### src/rtl/node_injection_scheduler.sv
// Injection arbiter sharing one network port among backward ants, periodic forward ants and data.
// Define NODE_INJ_STATS_EN to build the four statistics counters; otherwise the stat ports read 0.

`ifndef X_NODES
`define X_NODES 4
`endif
`ifndef Y_NODES
`define Y_NODES 4
`endif
`ifndef NODES
`define NODES (`X_NODES*`Y_NODES)
`endif

package node_inj_pkg;
    localparam int XW = (`X_NODES > 1) ? $clog2(`X_NODES) : 1;
    localparam int YW = (`Y_NODES > 1) ? $clog2(`Y_NODES) : 1;

    typedef struct packed {
        logic [XW-1:0] x_source;
        logic [YW-1:0] y_source;
        logic [XW-1:0] x_dest;
        logic [YW-1:0] y_dest;
        logic          ant;
        logic          backward;
        logic [XW-1:0] x_memory;
        logic [YW-1:0] y_memory;
        logic [3:0]    num_memories;
        logic [15:0]   payload;
    } packet_t;
endpackage

module node_injection_scheduler
    import node_inj_pkg::*;
#(
    parameter int X_LOC           = 0,
    parameter int Y_LOC           = 0,
    parameter int ANT_PERIOD      = 100,
    parameter int ANT_BACKLOG_MAX = 4,
    parameter int DATA_STARVE_LIM = 3
) (
    input  logic        clk,
    input  logic        reset_n,
    input  logic        ant_en,
    input  packet_t     bwd_data,
    input  logic        bwd_val,
    output logic        bwd_ready,
    input  packet_t     dat_data,
    input  logic        dat_val,
    output logic        dat_ready,
    input  logic        net_en,
    output packet_t     net_data,
    output logic        net_val,
    output logic [31:0] stat_dat_cnt,
    output logic [31:0] stat_fwd_cnt,
    output logic [31:0] stat_bwd_cnt,
    output logic [31:0] stat_drop_cnt
);

    localparam int NODES = `NODES;
    localparam int SELF  = Y_LOC * `X_NODES + X_LOC;
    localparam int RW    = (NODES > 1) ? $clog2(NODES) : 1;
    localparam int PW    = $clog2(ANT_PERIOD);
    localparam int BW    = $clog2(ANT_BACKLOG_MAX + 1);
    localparam int SW    = $clog2(DATA_STARVE_LIM + 1);

    localparam logic [PW-1:0] PER_LAST    = PW'(ANT_PERIOD - 1);
    localparam logic [BW-1:0] BACKLOG_MAX = BW'(ANT_BACKLOG_MAX);
    localparam logic [SW-1:0] STARVE_LIM  = SW'(DATA_STARVE_LIM);
    localparam logic [RW-1:0] RR_SELF     = RW'(SELF);
    localparam logic [RW-1:0] RR_LAST     = RW'(NODES - 1);
    localparam logic [RW-1:0] RR_INIT     = RW'((SELF + 1) % NODES);

    logic [PW-1:0] per_cnt;
    logic [BW-1:0] backlog;
    logic [SW-1:0] starve;
    logic [RW-1:0] rr_idx;
    logic [RW-1:0] rr_plus1;
    logic [RW-1:0] rr_next;
    logic          tick;
    logic          force_dat;
    logic          grant_bwd;
    logic          grant_fwd;
    logic          grant_dat;
    logic          grant_any;
    packet_t       src_pkt;
    packet_t       fwd_pkt;
    packet_t       dat_pkt;

    always_comb begin
        tick      = (per_cnt == PER_LAST) && ant_en;
        force_dat = dat_val && (starve >= STARVE_LIM);
        grant_bwd = net_en && bwd_val && !force_dat;
        grant_fwd = net_en && !force_dat && !bwd_val && (backlog != '0);
        grant_dat = net_en && dat_val && (force_dat || (!bwd_val && (backlog == '0)));
        grant_any = grant_bwd || grant_fwd || grant_dat;

        // Round-robin destination skips our own node so an ant never targets itself.
        rr_plus1 = (rr_idx == RR_LAST) ? '0 : rr_idx + 1'b1;
        rr_next  = rr_plus1;
        if (rr_plus1 == RR_SELF) begin
            rr_next = (rr_plus1 == RR_LAST) ? '0 : rr_plus1 + 1'b1;
        end

        src_pkt          = '0;
        src_pkt.x_source = XW'(X_LOC);
        src_pkt.y_source = YW'(Y_LOC);

        fwd_pkt        = src_pkt;
        fwd_pkt.x_dest = XW'(int'(rr_idx) % `X_NODES);
        fwd_pkt.y_dest = YW'(int'(rr_idx) / `X_NODES);
        fwd_pkt.ant    = 1'b1;

        dat_pkt     = dat_data;
        dat_pkt.ant = 1'b0;
    end

    assign bwd_ready = grant_bwd;
    assign dat_ready = grant_dat;

    always_ff @(posedge clk) begin
        if (!reset_n) begin
            per_cnt  <= '0;
            backlog  <= '0;
            starve   <= '0;
            rr_idx   <= RR_INIT;
            net_val  <= 1'b0;
            net_data <= src_pkt;
        end else begin
            per_cnt <= (per_cnt == PER_LAST) ? '0 : per_cnt + 1'b1;

            // A tick coinciding with a forward grant leaves the credit count unchanged.
            if (tick && !grant_fwd && (backlog != BACKLOG_MAX)) begin
                backlog <= backlog + 1'b1;
            end else if (grant_fwd && !tick) begin
                backlog <= backlog - 1'b1;
            end

            if (net_en) begin
                if (!dat_val || grant_dat) begin
                    starve <= '0;
                end else if (starve != STARVE_LIM) begin
                    starve <= starve + 1'b1;
                end
            end

            if (grant_fwd) begin
                rr_idx <= rr_next;
            end

            net_val <= grant_any;
            if (grant_bwd) begin
                net_data <= bwd_data;
            end else if (grant_fwd) begin
                net_data <= fwd_pkt;
            end else if (grant_dat) begin
                net_data <= dat_pkt;
            end
        end
    end

`ifdef NODE_INJ_STATS_EN
    logic [31:0] dat_cnt;
    logic [31:0] fwd_cnt;
    logic [31:0] bwd_cnt;
    logic [31:0] drop_cnt;
    logic        drop;

    assign drop = tick && !grant_fwd && (backlog == BACKLOG_MAX);

    always_ff @(posedge clk) begin
        if (!reset_n) begin
            dat_cnt  <= '0;
            fwd_cnt  <= '0;
            bwd_cnt  <= '0;
            drop_cnt <= '0;
        end else begin
            if (grant_dat) dat_cnt <= dat_cnt + 32'd1;
            if (grant_fwd) fwd_cnt <= fwd_cnt + 32'd1;
            if (grant_bwd) bwd_cnt <= bwd_cnt + 32'd1;
            if (drop)      drop_cnt <= drop_cnt + 32'd1;
        end
    end

    assign stat_dat_cnt  = dat_cnt;
    assign stat_fwd_cnt  = fwd_cnt;
    assign stat_bwd_cnt  = bwd_cnt;
    assign stat_drop_cnt = drop_cnt;
`else
    assign stat_dat_cnt  = '0;
    assign stat_fwd_cnt  = '0;
    assign stat_bwd_cnt  = '0;
    assign stat_drop_cnt = '0;
`endif

endmodule
### config.mk
export PLATFORM = sky130hd
export DESIGN_NAME = node_injection_scheduler
export DESIGN_NICKNAME = d
export VERILOG_FILES = /design/src/rtl/node_injection_scheduler.sv
export SDC_FILE = /design/constraint.sdc
export NUM_CORES = 1
export LEC_CHECK = 0
export CAP_MARGIN = 20
export CORE_UTILIZATION = 32
export DETAILED_ROUTE_END_ITERATION = 10
export PLACE_DENSITY = 0.79
export SYNTH_ARGS = -nofsm -noshare
export SYNTH_HDL_FRONTEND = slang
export SYNTH_SLANG_ARGS = --single-unit
export TNS_END_PERCENT = 1
### constraint.sdc
create_clock -name clk -period 2.14 [get_ports clk]
set_input_delay 0.428 -clock clk [delete_from_list [all_inputs] [get_ports clk]]
set_output_delay 0.428 -clock clk [all_outputs]
set_load 0.03 [all_outputs]
==> results.md <==
| Result | This run |
|:---|:---|
| Synthesis-to-layout area growth | 37.6% |
| Initial standard-cell utilization of the core | 0.332 |
| Layout Utilization | 0.457 |
| Worst reg2reg startpoint | starve[1] |
| Worst IR drop on VDD | 0.335 mV |
| CORE AREA | 9820 um^2 |
| Final critical-path required period | 2.14 ns |
| Distinct cell type count after synthesis | 44 |
| Buffer levels on the longest clock path | 2 |
| Clock root cell | sky130_fd_sc_hd__clkbuf_8 |
| Detailed-routed wire length on met2 | 3.98 mm |
| Total negative slack | -0.00293 ns |
| Uppermost layer routed | met4 |
| GRT Util Overall | 0.145 |
| Worst path required time | 1.71 ns |
| Least setup slack across all paths after layout | -0.00293 ns |
| Pre-Repair DR Iteration Count | 4 |
| Worst setup startpoint | backlog[2] |
| Wire length of the first global-routing pass | 12.0 mm |
| Die extent in x | 103 um |
| Count of filler cells inserted in the layout | 979 |
| Share of Yosys cell area claimed by the top area cell type | 0.313 |
| Largest fanout on the critical path | 4 |
| Avg Inst Size Synth | 8.18 um^2 |
| Setup repair after global routing missed its margin | true |
| Launch point of the worst hold path | net_data[21] |
| Total of endpoints with negative setup slack in the final report | 1 |
| Antenna violations before repair | 0 |
| Final-report max-slew violation count | 0 |
| DRC violation count after routing | 0 |
| Post-Route M1 WL | 3.02 mm |
| Residual antenna-violating net count after detailed routing | 0 |
| Via count | 2905 |
| Final wirelength | 7.84 mm |
| CTS Hold Buffers Added | 0 |
| Most frequent cell after synthesis | sky130_fd_sc_hd__buf_4 |
| CTS Buf Count | 5 |
| Share of flip-flops with an asynchronous set or reset | 0 |
| Starting DRT DRC Count | 75 |
| Diode insertion count for antenna repair | 0 |
| Total met3 wirelength after detailed routing | 708 um |
| Critical path startpoint category | register |
| Flip-flop and latch area | 1030 um^2 |
| Number of synthesized register bits | 51 |
| Cells taking the most area after synthesis | sky130_fd_sc_hd__dfxtp_1 31%, sky130_fd_sc_hd__buf_4 29%, sky130_fd_sc_hd__a221oi_1 7.8% |
| Gp weighted congestion | 0.864 |
| I/O pin count | 239 |
| Violated checks | setup timing |
| Post-Syn Instances | 399 |
| Hold Slack | 0.523 ns |
| Most common flop cell mapped by yosys | sky130_fd_sc_hd__dfxtp_1 |
| Final layout net count | 610 |
| Routed length per placed instance | 11.8 um |
| Total standard cell area after synthesis | 3260 um^2 |
| Count of flip-flops with a built-in enable after synthesis | 0 |
| Pin count of the biggest net entering global routing | 48 |
| Skew-Pair Late Insertion Delay | 0.32 ns |
| TritonCTS Sinks | 51 |
| Start-to-end type of the worst setup path | register to primary output |
| Via density | 4.38 |
| Final Cell Area | 4490 um^2 |
| Count of maximum capacitance violations | 0 |
| Worst hold path class | register to register |
| Die Y-Extent | 103 um |
| Final global-route overflow total | 0 |
| Multi-input logic area | 1750 um^2 |
| CTS tree | built |
| Final period util | 1.00 |
| Status | complete, but fails checks |
| Ratio of cells with drive above 1 in the final layout | 0.124 |
| Number of warnings printed during yosys synthesis | 0 |
| Endpoint kind of the worst setup timing path | primary output |
| Placed Area | 4240 um^2 |
| I/O Buffers | 109 |
| H-Tree Depth | 2 |
| Fin cells | 664 |
| Number of cells in the design after placement | 647 |
| Hpwl dp | 5.75 mm |
| Clock input transition at the sequential cells of the worst setup and hold paths | 0.10 ns |
| Leakage power summed over all cells | 1.97 nW |
| Final count of hold timing violations | 0 |
| Yosys top cell by area | sky130_fd_sc_hd__dfxtp_1 |
| Commonest cells post-synth | 128 x sky130_fd_sc_hd__buf_4, 51 x sky130_fd_sc_hd__dfxtp_1, 43 x sky130_fd_sc_hd__nor2_1, 39 x sky130_fd_sc_hd__o21ai_0, 29 x sky130_fd_sc_hd__a221oi_1 |
| Total number of placement rows | 36 |
| R2R setup slack | -0.003 ns |
| Proportion of synthesized chip area in sequential cells | 0.313 |
| PwrDens | 574 nW/um^2 |
| Peak clock frequency supported by timing | 467 MHz |
| Layout Skew | 0.0107 ns |
| Die area | 10600 um^2 |
| Worst path arrival time | 1.71 ns |
| Via count of the first global-routing pass | 2546 |
-- worst paths after layout --
kind | cells after the start | to
setup / recovery | 5 | dat_ready
hold / removal | 2 | net_data[21]
setup reg to reg | 9 | backlog[2]
hold reg to reg | 2 | net_data[21]
-- sequential cells by signal, indices dropped and copies added, names as in the netlist --
name / count
net_data: 34
net_val: 1
backlog: 3
starve: 2
per_cnt: 7
rr_idx: 4
-- what timing repair did --
action | CTS | global route
pin swaps | 11 | 5
endpoints found under the setup margin | 2 | 2
cloned | 0 | 0
endpoints found under the hold margin | 0 | 0
buffers inserted | 5 | 4
resized for setup | 22 | 2
-- cell type report --
type                            instances  area share
Clock inverter                          1     0.00167
Inverter                                4     0.00335
Clock buffer                            7      0.0215
Sequential cell                        51       0.229
Timing Repair Buffer                  145       0.318
Multi-Input combinational cell        323       0.389
Tap cell                              133      0.0371
-- cells in the final DEF, fill, tap and decap left out, drive strengths merged, types with 4 or more instances in the layout --
cell type | netlist | final
inv | 4 | 4
conb | 1 | 128
ha | 5 | 5
clkdlybuf4s50 | 0 | 104
buf | 130 | 38
dfxtp | 51 | 51
nand2b | 4 | 4
a221oi | 29 | 29
nor2 | 43 | 43
nand3 | 7 | 7
nand2 | 18 | 18
a21oi | 7 | 7
clkbuf | 18 | 7
o21ai | 40 | 40
-- power by group --
| group | leakage, nW | internal [mW] | switching [mW] |
|---|---|---|---|
| Sequential | 0.422 | 1.01 | 0.0333 |
| Combinational | 1.49 | 0.311 | 0.587 |
| Clock | 0.0505 | 0.295 | 0.338 |
| Total | 1.97 | 1.62 | 0.958 |
-- routing by layer --
| layer | GRT usage | vias to the layer above |
|---|---|---|
| met5 | 0 | - |
| met4 | 0.0520 | 0 |
| met3 | 0.0536 | 15 |
| met2 | 0.251 | 172 |
| met1 | 0.164 | 1344 |
| li1 | - | 1374 |
-- kinds of logic (layout without fill, tap and decap cells) --
kind of cell    Yosys count  after routing  share of synthesized area
compound gates           92             92                      0.189
other cells               1            128                    0.00115
buf+inv                 152            157                      0.323
flops                    51             51                      0.313
fa+ha+maj                 6              6                     0.0253
simple gates             89             89                      0.126
mux                       2              2                    0.00614
xor+xnor                  6              6                     0.0161
-- critical path: stages (launching register included) --
cell and delay, ns:
sky130_fd_sc_hd__dfxtp_2 0.34, sky130_fd_sc_hd__buf_6 0.12, sky130_fd_sc_hd__or4_4 0.53, sky130_fd_sc_hd__nor2b_4 0.14
sky130_fd_sc_hd__nor2_1 0.10, sky130_fd_sc_hd__buf_4 0.16
-- per-stage QoR --
| step | total power, mW | worst slack [ns] |
|---|---|---|
| after floorplan | 1.79 | 0.0306 |
| after global placement | 1.94 | -0.335 |
| after detailed placement | 1.95 | -0.384 |
| after CTS | 2.59 | -0.0280 |
| after global routing | 2.71 | -0.0662 |
| final | 2.58 | -0.00293 |
Note: power is estimated with default switching activity, not from simulation.
==> patch 1, RTL diff (same settings) <==
One comparison of `per_cnt` changes from == to >=.
--- a/src/rtl/node_injection_scheduler.sv
+++ b/src/rtl/node_injection_scheduler.sv
@@ -87,7 +87,7 @@
     packet_t       dat_pkt;
 
     always_comb begin
-        tick      = (per_cnt == PER_LAST) && ant_en;
+        tick      = (per_cnt >= PER_LAST) && ant_en;
         force_dat = dat_val && (starve >= STARVE_LIM);
         grant_bwd = net_en && bwd_val && !force_dat;
         grant_fwd = net_en && !force_dat && !bwd_val && (backlog != '0);
Check against the original RTL: same outputs for any inputs over 10 cycles, from zero or initial values and one cycle with reset_n low; that may be too few to reach the edited logic, so the function may still have changed.
==> patch 1 against the original RTL <==
The run ends with design-rule violations left. Setup slack better by 0.030 ns. Sequential share of layout area is 2.3 points lower. Critical path depth grew 4. First-iteration DRC count grew 140%. Hold slack worse by 0.060 ns. Final cell count increased by 3.6%. Sequential cell count unchanged. Utilization decreased by 2.7 points. Design area rose by 10%. Routed wire length grew 14%. Die area is 17% higher. Synthesized area increased by 17%. Power rose by 15%.
==> patch 1: results (changes against the original RTL) <==
----------------------------------------------------
[Power and ir drop]
  Comb power ... 995 uW (+11%)
  Clk network pwr share ... 31.0% (+6.4 points)
  Static leakage power ... 0.00205 uW (+4.3%)
  Switching Fraction ... 35.5% (-1.7 points)
  Maximum vdd ir drop ... 0.000315 V (-6.0%)

[Run status]
  Failing checks ... design-rule violations
  Run status ... finished with violations

[Yosys]
  Fraction of registers with async set/reset ... 0% (unchanged)
  Portion of netlist area occupied by mux cells ... 1.37% (+0.76 points)
  Synth top area cells ... sky130_fd_sc_hd__dfxtp_1 27%, sky130_fd_sc_hd__buf_4 26%, sky130_fd_sc_hd__a221oi_2 11%
  Xor/xnor share of the synthesized area ... 0.916% (-0.69 points)
  Sequential share of the synthesized area ... 26.7% (-4.6 points)
  Synthesized-area fraction occupied by adder cells ... 2.16% (-0.37 points)
  Number of unique standard cell types used by synthesis ... 48 (+9.1%)
  Compound-cell area share of the yosys netlist ... 18.9% (-0.030 points)
  Synth Instances ... 425 (+6.5%)

[Detailed routing]
  Iter 0 DRT Violations ... 183 (+140%)
  Wire length per cell after detailed routing ... 13.0 um (+9.8%)
  Pre-Repair DR Iteration Count ... 9 (+5)
  Remaining routing DRC violations ... 34 (+34)
  Total number of vias ... 3061 (+5.4%)
  Wirelength, routed ... 8920 um (+14%)

[Critical path]
  Flop2flop setup slack ... 0.07 ns (+0.07 ns)
  Slowest library cell on the worst path ... sky130_fd_sc_hd__clkdlybuf4s50_1
  Worst path top cell family by delay ... compound AO/OA/AOI/OAI gates
  Reg2Reg Launch Point ... starve[0]
  Data arrival at the endpoint of the critical path ... 2.29 ns (+0.58 ns)
  First element of the critical path ... net_en

[Timing]
  Worst clock skew ... 0.00477 ns (-0.00590 ns)
  Worst hold slack ... 0.462 ns (-0.0601 ns)

[Placed design]
  Final Wtd Congestion ... 0.820 (-5.1%)
  Dpl cell area ... 0.00475 sq mm (+12%)
  Pre-CTS setup slack ... -0.323 ns (+0.0611 ns)
  Estimated wirelength of the detail-placed design ... 7000 um (+22%)
  Port buffer count ... 109 (unchanged)

[Cells and area]
  Multi-input combinational cell area ... 0.00219 sq mm (+26%)
  Layout filler cell count ... 1120 (+14%)
  Layout net count ... 624 (+2.3%)

[Hold path]
  Hold Startpoint ... net_data[28]

[Global routing]
  Met2 Resource Use GR ... 27.0% (+1.9 points)
  Global-route met1 utilization ... 14.8% (-1.6 points)
  Largest net degree at the start of global routing ... 30 (-38%)
  Total routing usage reported by global routing ... 13.7% (-0.85 points)
  Wire length of the first global-routing pass ... 13800 um (+16%)
  Via count of the first global-routing pass ... 2890 (+14%)

[Clocking]
  Number of resized instances in the post-cts repair step ... 2 (-91%)
  Clk Tree Root Cell ... sky130_fd_sc_hd__clkbuf_16
  Total setup buffers inserted after CTS ... 0 (-5)
  Worst skew pair latency ... 0.29 ns (-0.03 ns)

----------------------------------------------------
patch 1: cell count changes after synthesis, moves of 5 or more:
cell / unedited run / this run
sky130_fd_sc_hd__o21ai_0: 39 / 2
sky130_fd_sc_hd__nand2_1: 18 / 13
sky130_fd_sc_hd__nand3_1: 7 / 17
sky130_fd_sc_hd__nor3_2: 1 / 29
sky130_fd_sc_hd__buf_2: 2 / 10
sky130_fd_sc_hd__clkbuf_1: 17 / 8
sky130_fd_sc_hd__a21oi_1: 7 / 12
sky130_fd_sc_hd__nor3_1: 2 / 7
sky130_fd_sc_hd__a221oi_1: 29 / 0
sky130_fd_sc_hd__a221oi_2: 0 / 29
patch 1: final cells by class:
class	instances	area share, %
clock buffer	5	2.53
clock inverter	3	0.884
inverter	7	0.530
multi-input combinational	342	44.3
sequential	51	20.6
tap	143	3.61
timing repair buffer	137	27.6
patch 1: metal layers:
metal	part of all wire [%]	routed length, um
met5	0	0
met4	0.92	82
met3	5.9	522
met2	55	4910
met1	38	3400
==> patch 2, RTL diff (same settings) <==
Made on the original files. The option `NODE_INJ_STATS_EN` is turned on by a define.
--- a/src/rtl/node_injection_scheduler.sv
+++ b/src/rtl/node_injection_scheduler.sv
@@ -1,5 +1,7 @@
 // Injection arbiter sharing one network port among backward ants, periodic forward ants and data.
 // Define NODE_INJ_STATS_EN to build the four statistics counters; otherwise the stat ports read 0.
+
+`define NODE_INJ_STATS_EN
 
 `ifndef X_NODES
 `define X_NODES 4
Check against the original RTL: not equivalent (Yosys sat finds a counterexample within 4 cycles, from zero or initial values and one cycle with reset_n low).
==> patch 2 against the original RTL <==
The run still ends with negative setup slack left. Routed wire length grew to 3.1 times the old value. Non-clock buffer count rose by 202. Setup slack got worse by 0.18 ns. Die area increased by 150%. Power grew to 2.8 times the old value. Hold slack worse by 0.080 ns. Sequential share of layout area increased by 5.9 points. Sequential cell count grew 128. Synthesized area increased to 2.5 times the old value. Design area rose to 2.8 times the old value. Critical path type is now register to register. Largest cell class unchanged. Largest power group unchanged.
==> patch 2: results (changes against the original RTL) <==
----------------------------------------------------
[Run status]
  Run status ... finished with violations
  Failing checks ... negative setup slack

[Yosys]
  Synth top area cells ... sky130_fd_sc_hd__dfxtp_1 44%, sky130_fd_sc_hd__o21ai_0 5.8%, sky130_fd_sc_hd__xnor2_1 5.4%
  Number of unique standard cell types used by synthesis ... 47 (+6.8%)
  Compound-cell area share of the yosys netlist ... 13.7% (-5.3 points)
  Most frequent cells after synthesis ... 179 x sky130_fd_sc_hd__dfxtp_1, 114 x sky130_fd_sc_hd__nor2_1, 95 x sky130_fd_sc_hd__o21ai_0
  Xor/xnor share of the synthesized area ... 9.75% (+8.1 points)

[Placed design]
  Post-placement cell count ... 1619 (+150%)
  Final Wtd Congestion ... 0.803 (-7.0%)

[Critical path]
  Critical Path Max Stage Delay ... 0.58 ns (+0.05 ns)
  End of the worst register-to-register path ... stat_fwd_cnt[21]
  Data arrival at the endpoint of the critical path ... 2.69 ns (+0.98 ns)
  Worst Reg-to-Reg Cells ... 6 (-3)

[Timing]
  Worst clock skew ... 0.0113 ns (+0.000590 ns)
  Worst hold slack ... 0.443 ns (-0.0800 ns)
  Crit path setup slack, layout ... -0.187 ns (-0.184 ns)
  Setup violation total in the final timing report ... 24 (+23)

[Hold path]
  Instance count along the most critical hold path ... 3 (+1)
  Worst-case hold path end point ... rr_idx[0]
  Hold WC Path Type ... input pin to register

[Clocking]
  Worst skew pair latency ... 0.43 ns (+0.11 ns)
  Clk Tree Root Cell ... sky130_fd_sc_hd__clkbuf_16
  Number of levels in the clock H-tree ... 4 (+2)

[Global routing]
  Total routing usage reported by global routing ... 18.1% (+3.6 points)
  Largest net degree at the start of global routing ... 45 (-6.3%)
  Initial antenna violation count ... 1 (+1)
  Wire length of the first global-routing pass ... 38900 um (+230%)
  Via count of the first global-routing pass ... 8012 (+210%)

[Cells and area]
  Ratio of cells with drive above 1 in the final layout ... 14.8% (+2.4 points)
  Number of standard cells in the final layout excluding fillers ... 1656 (+150%)
  Layout net count ... 1396 (+130%)

[Detailed routing]
  Total number of vias ... 8374 (+190%)
  Iter 0 DRT Violations ... 537 (+620%)
  Pre-Repair DR Iteration Count ... 5 (+1)

----------------------------------------------------
-- patch 2: cell count changes in the layout (fill, tap and decap cells not counted), moves of 56 or more --
cell | before | now
sky130_fd_sc_hd__dfxtp_1 | 45 | 173
sky130_fd_sc_hd__o21ai_0 | 39 | 95
sky130_fd_sc_hd__nand2_1 | 16 | 87
sky130_fd_sc_hd__buf_4 | 30 | 100
sky130_fd_sc_hd__a21oi_1 | 7 | 75
sky130_fd_sc_hd__conb_1 | 128 | 0
sky130_fd_sc_hd__nor2_1 | 43 | 112
sky130_fd_sc_hd__clkdlybuf4s50_1 | 104 | 232
-- patch 2: per-stage QoR --
step	instance area, sq um	setup WS (ns)
6_report	12500	-0.187
2_1_floorplan	8210	-0.286
4_1_cts	12300	-0.290
3_3_place_gp	11600	-0.805
5_1_grt	12500	-0.242
3_5_place_dp	11600	-0.853
-- patch 2: area by class of cell --
type                    instances  area (sq um)  area share (%)
diodes                          1          2.50          0.0201
clock buffers                  17           425            3.41
clock inverters                15           163            1.30
inverters                      26           100           0.803
multi-input cells             741          4490            36.0
flip-flops and latches        179          3600            28.8
well taps                     330           413            3.31
repair buffers                347          3280            26.3
-- patch 2: worst max-delay path by stage --
stage	start	end	slack (ns)	cells past startpoint
after floorplan	starve[0]	stat_fwd_cnt[17]	-0.29	9
after global placement	net_en	stat_fwd_cnt[29]	-0.80	7
after detailed placement	net_en	stat_fwd_cnt[29]	-0.85	7
after CTS	starve[0]	stat_fwd_cnt[29]	-0.29	7
after global routing	starve[1]	stat_fwd_cnt[21]	-0.24	6
final	starve[0]	stat_fwd_cnt[21]	-0.19	6
-- patch 2: cell families (layout without fill, tap and decap cells) --
logic type,count (synthesis),in the layout
buf+inv,77,405
simple gates,431,431
xor+xnor,91,91
mux,5,5
flops,179,179
compound gates,204,204
other cells,0,1
fa+ha+maj,10,10
-- patch 2: per-layer routing --
layer	wire, um	global-route usage [%]	vias to the layer above	share of wire [%]
li1	-	-	4146	-
met1	10600	22.2	3989	44
met5	0	0	-	0
met3	1160	4.01	32	4.8
met4	531	6.43	0	2.2
met2	11700	31.0	207	49
-- patch 2: worst max-delay path: cells and delay by family (launching register included) --
kind                     cells  cell delay (ns)
adder cells (fa/ha/maj)      1             0.16
AO/OA/AOI/OAI                2             0.37
flip-flops                   1             0.34
AND/OR/NAND/NOR              3             1.39
-- patch 2: what timing repair did --
item | CTS | global route
hold buffers | 0 | 0
gates resized for setup | 19 | 33
endpoints found under the setup margin | 57 | 70
pin swaps | 15 | 13
buffers inserted | 2 | 3
-- patch 2: power by group --
group          total, uW  internal (uW)  switching, uW
clock               3190           1670           1530
combinational        681            323            359
sequential          3430           3390           34.1
